**config.mk**
```make
export PLATFORM = sky130hd
export DESIGN_NAME = exe_stage
export DESIGN_NICKNAME = d
export VERILOG_FILES = /design/src/rtl/exe_stage.sv
export SDC_FILE = /design/constraint.sdc
export NUM_CORES = 1
export LEC_CHECK = 0
export ABC_AREA = 1
export CAP_MARGIN = 20
export CORE_ASPECT_RATIO = 1.1
export CORE_MARGIN = 8
export CORE_UTILIZATION = 30
export DETAILED_ROUTE_END_ITERATION = 10
export PLACE_DENSITY = 0.58
export SYNTH_ARGS = -nofsm -noshare
export SYNTH_HDL_FRONTEND = slang
export SYNTH_SLANG_ARGS = --single-unit
```
**constraint.sdc**
```tcl
create_clock -name clk -period 3.6 [get_ports clk]
set_clock_uncertainty 0.2 [all_clocks]
set_input_delay 0.36 -clock clk [delete_from_list [all_inputs] [get_ports clk]]
set_output_delay 0.36 -clock clk [all_outputs]
set_load 0.05 [all_outputs]
```
**src/rtl/exe_stage.sv**
```systemverilog
// exe_stage: execute stage with EX/MEM register and iterative MUL/DIV/REM sequencer.
// Define FAST_MUL_EN for a single-cycle combinational MUL; DIV/REM stay iterative.
module exe_stage #(
  parameter int XLEN    = 32,
  parameter int SHAMT_W = 5
) (
  input  logic            clk,
  input  logic            rst,
  input  logic [XLEN-1:0] pc_in,
  input  logic            wb_en_in,
  input  logic [3:0]      ex_cmd_in,
  input  logic            branch_type_in,
  input  logic            mem_read_in,
  input  logic            mem_write_in,
  input  logic [XLEN-1:0] val1,
  input  logic [XLEN-1:0] val2,
  input  logic [XLEN-1:0] reg2,
  input  logic [4:0]      dst_in,
  output logic            stall,
  output logic            br_taken,
  output logic [XLEN-1:0] br_addr,
  output logic            wb_en_out,
  output logic            mem_read_out,
  output logic            mem_write_out,
  output logic [XLEN-1:0] alu_result,
  output logic [XLEN-1:0] st_val,
  output logic [4:0]      dst_out,
  output logic [XLEN-1:0] pc_out
);
  localparam logic [3:0] ADD = 4'b0000, MUL = 4'b0001, SUB = 4'b0010, DIV = 4'b0011,
                         AND = 4'b0100, OR  = 4'b0101, NOR = 4'b0110, XOR = 4'b0111,
                         SLL = 4'b1000, SRA = 4'b1001, SRL = 4'b1010, REM = 4'b1011;
  typedef enum logic [1:0] {IDLE, BUSY, DONE} state_t;
  state_t            state;
  logic [4:0]        cnt;
  logic [XLEN-1:0]   a_reg, b_reg, acc, abs1, abs2, mc_res, alu;
  logic [XLEN:0]     rem_try, diff;
  logic              s1, s2, dz, is_mul, is_div, is_rem, is_mc;
  logic [SHAMT_W-1:0] shamt;
  assign is_mul = ex_cmd_in == MUL;
  assign is_div = ex_cmd_in == DIV;
  assign is_rem = ex_cmd_in == REM;
`ifdef FAST_MUL_EN
  assign is_mc = is_div | is_rem;
`else
  assign is_mc = is_mul | is_div | is_rem;
`endif
  assign stall    = state == BUSY || (state == IDLE && is_mc);
  assign br_taken = branch_type_in & ~stall;
  assign br_addr  = pc_in + (val2 << 2);
  assign abs1     = val1[XLEN-1] ? -val1 : val1;
  assign abs2     = val2[XLEN-1] ? -val2 : val2;
  assign shamt    = val2[SHAMT_W-1:0];
  assign rem_try  = {acc, b_reg[XLEN-1]};
  assign diff     = rem_try - {1'b0, a_reg};
  // magnitudes are computed unsigned; signs are restored once the loop finishes
  assign mc_res = is_mul ? ((s1 ^ s2) ? -acc : acc) :
                  is_div ? (dz ? '1 : ((s1 ^ s2) ? -b_reg : b_reg)) :
                  (s1 ? -acc : acc);
  always_ff @(posedge clk) begin
    if (rst) begin
      state <= IDLE;
      cnt   <= '0;
    end else if (state == IDLE) begin
      if (is_mc) begin
        a_reg <= is_mul ? abs1 : abs2;
        b_reg <= is_mul ? abs2 : abs1;
        acc   <= '0;
        cnt   <= '0;
        s1    <= val1[XLEN-1];
        s2    <= val2[XLEN-1];
        dz    <= val2 == '0;
        state <= BUSY;
      end
    end else if (state == BUSY) begin
      acc   <= is_mul ? acc + (b_reg[0] ? a_reg : '0) :
               (diff[XLEN] ? rem_try[XLEN-1:0] : diff[XLEN-1:0]);
      a_reg <= is_mul ? a_reg << 1 : a_reg;
      b_reg <= is_mul ? b_reg >> 1 : {b_reg[XLEN-2:0], ~diff[XLEN]};
      cnt   <= cnt + 5'd1;
      state <= cnt == 5'd31 ? DONE : BUSY;
    end else begin
      state <= IDLE;
    end
  end
  always_comb begin
    alu = '0;
    case (ex_cmd_in)
      ADD: alu = val1 + val2;
      SUB: alu = val1 - val2;
      AND: alu = val1 & val2;
      OR:  alu = val1 | val2;
      NOR: alu = ~(val1 | val2);
      XOR: alu = val1 ^ val2;
      SLL: alu = val1 << shamt;
      SRA: alu = $signed(val1) >>> shamt;
      SRL: alu = val1 >> shamt;
`ifdef FAST_MUL_EN
      MUL: alu = val1 * val2;
`else
      MUL: alu = mc_res;
`endif
      DIV, REM: alu = mc_res;
      default: alu = '0;
    endcase
  end
  always_ff @(posedge clk) begin
    if (rst || stall) begin
      wb_en_out     <= 1'b0;
      mem_read_out  <= 1'b0;
      mem_write_out <= 1'b0;
      alu_result    <= '0;
      st_val        <= '0;
      dst_out       <= '0;
      pc_out        <= '0;
    end else begin
      wb_en_out     <= wb_en_in;
      mem_read_out  <= mem_read_in;
      mem_write_out <= mem_write_in;
      alu_result    <= alu;
      st_val        <= reg2;
      dst_out       <= dst_in;
      pc_out        <= pc_in;
    end
  end
endmodule

```
After elaboration in Yosys (flattened, before gate mapping):

Index checks and enable logic that the tools add are counted.

* register bits after elaboration: 210
* input bits: 143
* output and inout bits: 138
* logic and storage cells: 98

* multiplexer cells: 32
* reduce and logical (&&, ||, !) cells: 13
* eq/ne operators: 14
* shift operators: 3
* add/sub/neg operators: 10
* bitwise operators: 11

Operators by type and width (number)
* 2-to-1 mux 32 bit: 24
* one-hot mux 32 bit (10 select lines): 1
* negator 32 bit: 4
* adder 32 bit: 3
* subtractor 33 x 32 -> 33 bit: 1
* AND 32 bit: 1
* zero test 32 bit: 1
* NOT 32 bit: 1
* OR 32 bit: 1
* << shifter 32 x 5 -> 32 bit: 1
* right shift 32 x 5 -> 32 bit: 1
* >>> shifter 32 x 5 -> 32 bit: 1
* subtractor 32 bit: 1
* XOR 32 bit: 1
* equality test 4 x 3 -> 1 bit, second input constant: 4
* equality test 4 bit, second input constant: 4
* 2-to-1 mux 5 bit: 3
* equality test 4 x 2 -> 1 bit, second input constant: 2
* 2-to-1 mux 2 bit: 4
* AND reduction 3 bit: 2
* adder 5 x 1 -> 5 bit, second input constant: 1
* equality test 5 bit, second input constant: 1
* equality test 4 x 1 -> 1 bit, second input constant: 1
* zero test 4 bit: 1
* other kinds (13): 18

Depth between registers and ports, before layout:

* depth after elaboration: 7
* mapped depth: 26
* gate-level depth less buffers: 24

Least setup slack after synthesis:

OpenSTA, ideal clock, no wires.

* path kind: input-to-reg
* start: in val2[1]
* end: reg alu_result[19]
* data arrival time: 3.294 ns
* setup time: 0.110 ns
* stages on the path: 24
* path slack: -0.003 ns
* path buffers: 3
* data required time: 3.290 ns
* cell sequence: buf_2 > inv_2 > buf_2 > buf_2 > ha_1 > nand3_2 > nor2_4 > nand2_2 > nor2_2 > nand3_2 > o21ai_2 > a31oi_1 > ha_1 > nand2_1 > nor2_1 > inv_1 > nor2_1 > nand4_1 > nand3_1 > a21oi_1 > o21ai_0 > nand3_1 > nand2_1 > inv_1

* word-level cells in the longest chain between the ends: 2
* elaborated cells on any way between the ends: 6
* classes of those cells: add/sub: 2; shift: 3; mux: 1

Ends and longest elaborated chain
* from (decl): line 16 `input logic [XLEN-1:0] val2,`
* subtractor 32 bit (tied with other cells): line 90 `SUB: alu = val1 - val2;`
* one-hot mux 32 bit (10 select lines) *: line 88 `case (ex_cmd_in)`
* to (signal assigned): line 120 `alu_result <= alu;`
* to (decl): line 25 `output logic [XLEN-1:0] alu_result,`

Mark *: on every way between the ends. The rest lies on a longest branch, timed or not.
A chain may end at the register's enable or synchronous reset.

Worst setup path in the final report:

* start: in val2[6]
* end: out br_addr[27]

* word-level cells in the longest chain between the ends: 1

Ends and longest elaborated chain
* adder 32 bit: line 50 `assign br_addr = pc_in + (val2 << 2);`
* to (decl): line 21 `output logic [XLEN-1:0] br_addr,`

No other way between the ends.

==> results.cfg <==
[timing]
finalCritPeriodShare_pct = 96.3
worstMarginPinSlew_ps = 822
rsz0062_at_grt = true
max_clock_freq_mhz = 288
finalHoldViolCount = 0
setup_tns_ps = 0
final_max_slew_viol_count = 0
final-setup-viol-count = 0
maxSlewHeadroom_pct = 45.2
fin_crit_ps = 3470

[global_route]
grt_pass1_vias = 35300
overflow = 0
track_usage_pct = 30.1
antenna_found_initial = 4
grt_first_pass_wirelength_mm = 234
grt_start_max_net_pins = 127

[logic_synthesis]
synth-async-reset-ratio_pct = 0
netlist-cell-type-count = 57
synth.cell_area_sq_um = 28200
ys_seq_area_share_pct = 18.4
synth_top_area_share_pct = 18.0
ys.flop_type = dfxtp_1
yosysWarningCount = 0
syn_nets = 5234
synth.most_common_cell = nand2_1
ys_top_cells_by_area = nand2_1, nand3_1, edfxtp_1
syn_inst = 4892
synth_edf_count = 99
ys_ff_latch = 210
yosys-top-cells-count = nand2_1, nand3_1, inv_1
synth.avg_cell_area_sq_um = 5.77
synth.largest_area_cell = nand2_1

[clocking]
cts_tree = yes
ctsLongestPathBuffers = 3
clk_latency_ps = 630
path_clk_slew_ps = 60
numCtsBuffers = 28
htree_levels = 1
cts_sinks = 210
root_buffer = clkbuf_16

[floorplanning]
start_util_pct = 30.1
io-pin-count = 281
die_y_um = 338
core_area_sq_um = 93800
fp-row-count = 118
dieArea_sq_um = 104000
die_w_um = 308

[setup_path]
r2r-end = acc[6]$_SDFFCE_PP0P_
critPathArrivalTime_ps = 2910
crit_path_start = val2[6]
required_ps = 3040
rrSetupSlack_ps = 230
r2r_start = b_reg[31]$_DFFE_PP_
worst_setup_path_end_kind = primary output
worst-setup-path-type = input port to primary output
cp_max_fo = 5
crit_end = br_addr[27]
reg2reg_depth = 16
cp-start-kind = input port

[detailed_routing]
vias = 36300
first_pass_iters = 7
totalWireLength_mm = 163
ant_nets = 0
wl_per_cell_um = 23.7
vias_per_cell = 5.29
remaining_drc_errors = 0
dr.first_iter.drc_count = 3862

[placed_design]
portBuffers = 280
dp.cells = 6817
place_congestion = 1.03
dp_hpwl_mm = 135

[worst_hold_path]
hold_depth = 3
hold_path.startpoint = reg2[11]
holdCritPathClass = input port to flip-flop

[layout]
stdcell_count = 6873
n_fill_cell = 10400
multiInputGateArea_sq_um = 20000
drive_above_1_share_pct = 13.8
area_growth_pct = 34.1
seq_area_sq_um = 5190
final_nets = 5933

[pwr]
peakVddDrop_mv = 0.370
cellPowerDensity_nw_per_um2 = 300
p_leak_nw = 18.5

[run]
cap_violations = 0

[outcome]
status = finished clean
-- per-layer routing --
layer	vias to the layer above	part of all wire, %	track usage, %
li1	17600	-	-
met1	16600	39	35.8
met2	1725	45	48.8
met3	459	6.9	4.34
met4	4	9.4	23.4
met5	-	0.020	0
-- area by class of cell --
class | count | area share, %
diodes | 1 | 0.00662
flip-flops and latches | 210 | 13.7
repair buffers | 859 | 20.6
inverters | 616 | 6.13
multi-input cells | 3876 | 52.9
clock inverters | 14 | 0.318
clock buffers | 37 | 2.22
well taps | 1260 | 4.17
-- report_power, final --
part           total (mW)  switching [mW]  internal (mW)  leakage, nW
Combinational        5.56            3.54           2.02         16.1
Clock                2.97            1.25           1.71        0.474
Sequential           2.80           0.118           2.69         1.84
-- worst min path at each step --
| stage | endpoint | slack, ps |
|---|---|---|
| 3_3_place_gp | cnt[4]$_SDFFE_PP0P_ | 250 |
| 3_5_place_dp | cnt[4]$_SDFFE_PP0P_ | 270 |
| 4_1_cts | st_val[15]$_SDFF_PP0_ | 20 |
| 5_1_grt | st_val[18]$_SDFF_PP0_ | 40 |
| 2_1_floorplan | state[0]$_SDFFE_PP0P_ | 230 |
| 6_report | st_val[11]$_SDFF_PP0_ | 50 |
-- placed cells by master (no fill, tap or decap), types with 84 or more instances in the layout --
cell	count
nand3_1	651
dfxtp_1	111
nor2_1	534
o21ai_0	275
a21oi_1	282
buf_4	552
ha_1	195
clkdlybuf4s50_1	240
o211ai_1	84
inv_1	596
edfxtp_1	99
nand2_1	1347
-- stage by stage --
stage / total power [mW] / setup slack (ps) / hold WS, ps / instance area [sq um] / utilization, %
2_1_floorplan: 5.65 / 54.8 / 230 / 28200 / -
3_3_place_gp: 8.29 / -715 / 254 / 36600 / 39.0
3_5_place_dp: 8.27 / -646 / 267 / 36600 / 39.0
4_1_cts: 11.3 / 16.1 / 15.7 / 37600 / 40.1
5_1_grt: 11.9 / -34.7 / 39.3 / 37800 / 40.3
6_report: 11.3 / 133 / 47.6 / 37800 / 40.3
-- critical path: stages --
cell,delay [ps]
clkdlybuf4s50_1,420
buf_4,140
buf_4,160
ha_1,350
a21oi_1,240
nor2_1,70
o21ai_0,160
nand3_1,130
a21oi_1,140
nand2_1,130
a21oi_1,240
xnor2_2,180
buf_12,170
-- cells by family (layout without fill, tap and decap cells) --
group | Yosys count | in the layout | share of synthesized area [%]
adders and majority gates | 199 | 199 | 8.93
muxes | 2 | 2 | 0.0710
xor gates and xnor gates | 105 | 105 | 3.26
other | 0 | 1 | 0
DFF | 210 | 210 | 18.4
AOI/OAI and AO/OA | 804 | 804 | 16.1
buffers and inverters | 806 | 1526 | 11.4
and+or+nand+nor | 2766 | 2766 | 41.8
-- repair_timing --
item                                    in CTS  in global routing
gates resized for setup                      8                 64
hold buffers                                 1                  0
hold endpoints to repair                     1                  0
pin swaps                                    0                  9
endpoints found under the setup margin      20                 33
cloned                                       1                  0
setup buffers                                0                  2
Note: power is estimated with default switching activity, not from simulation.
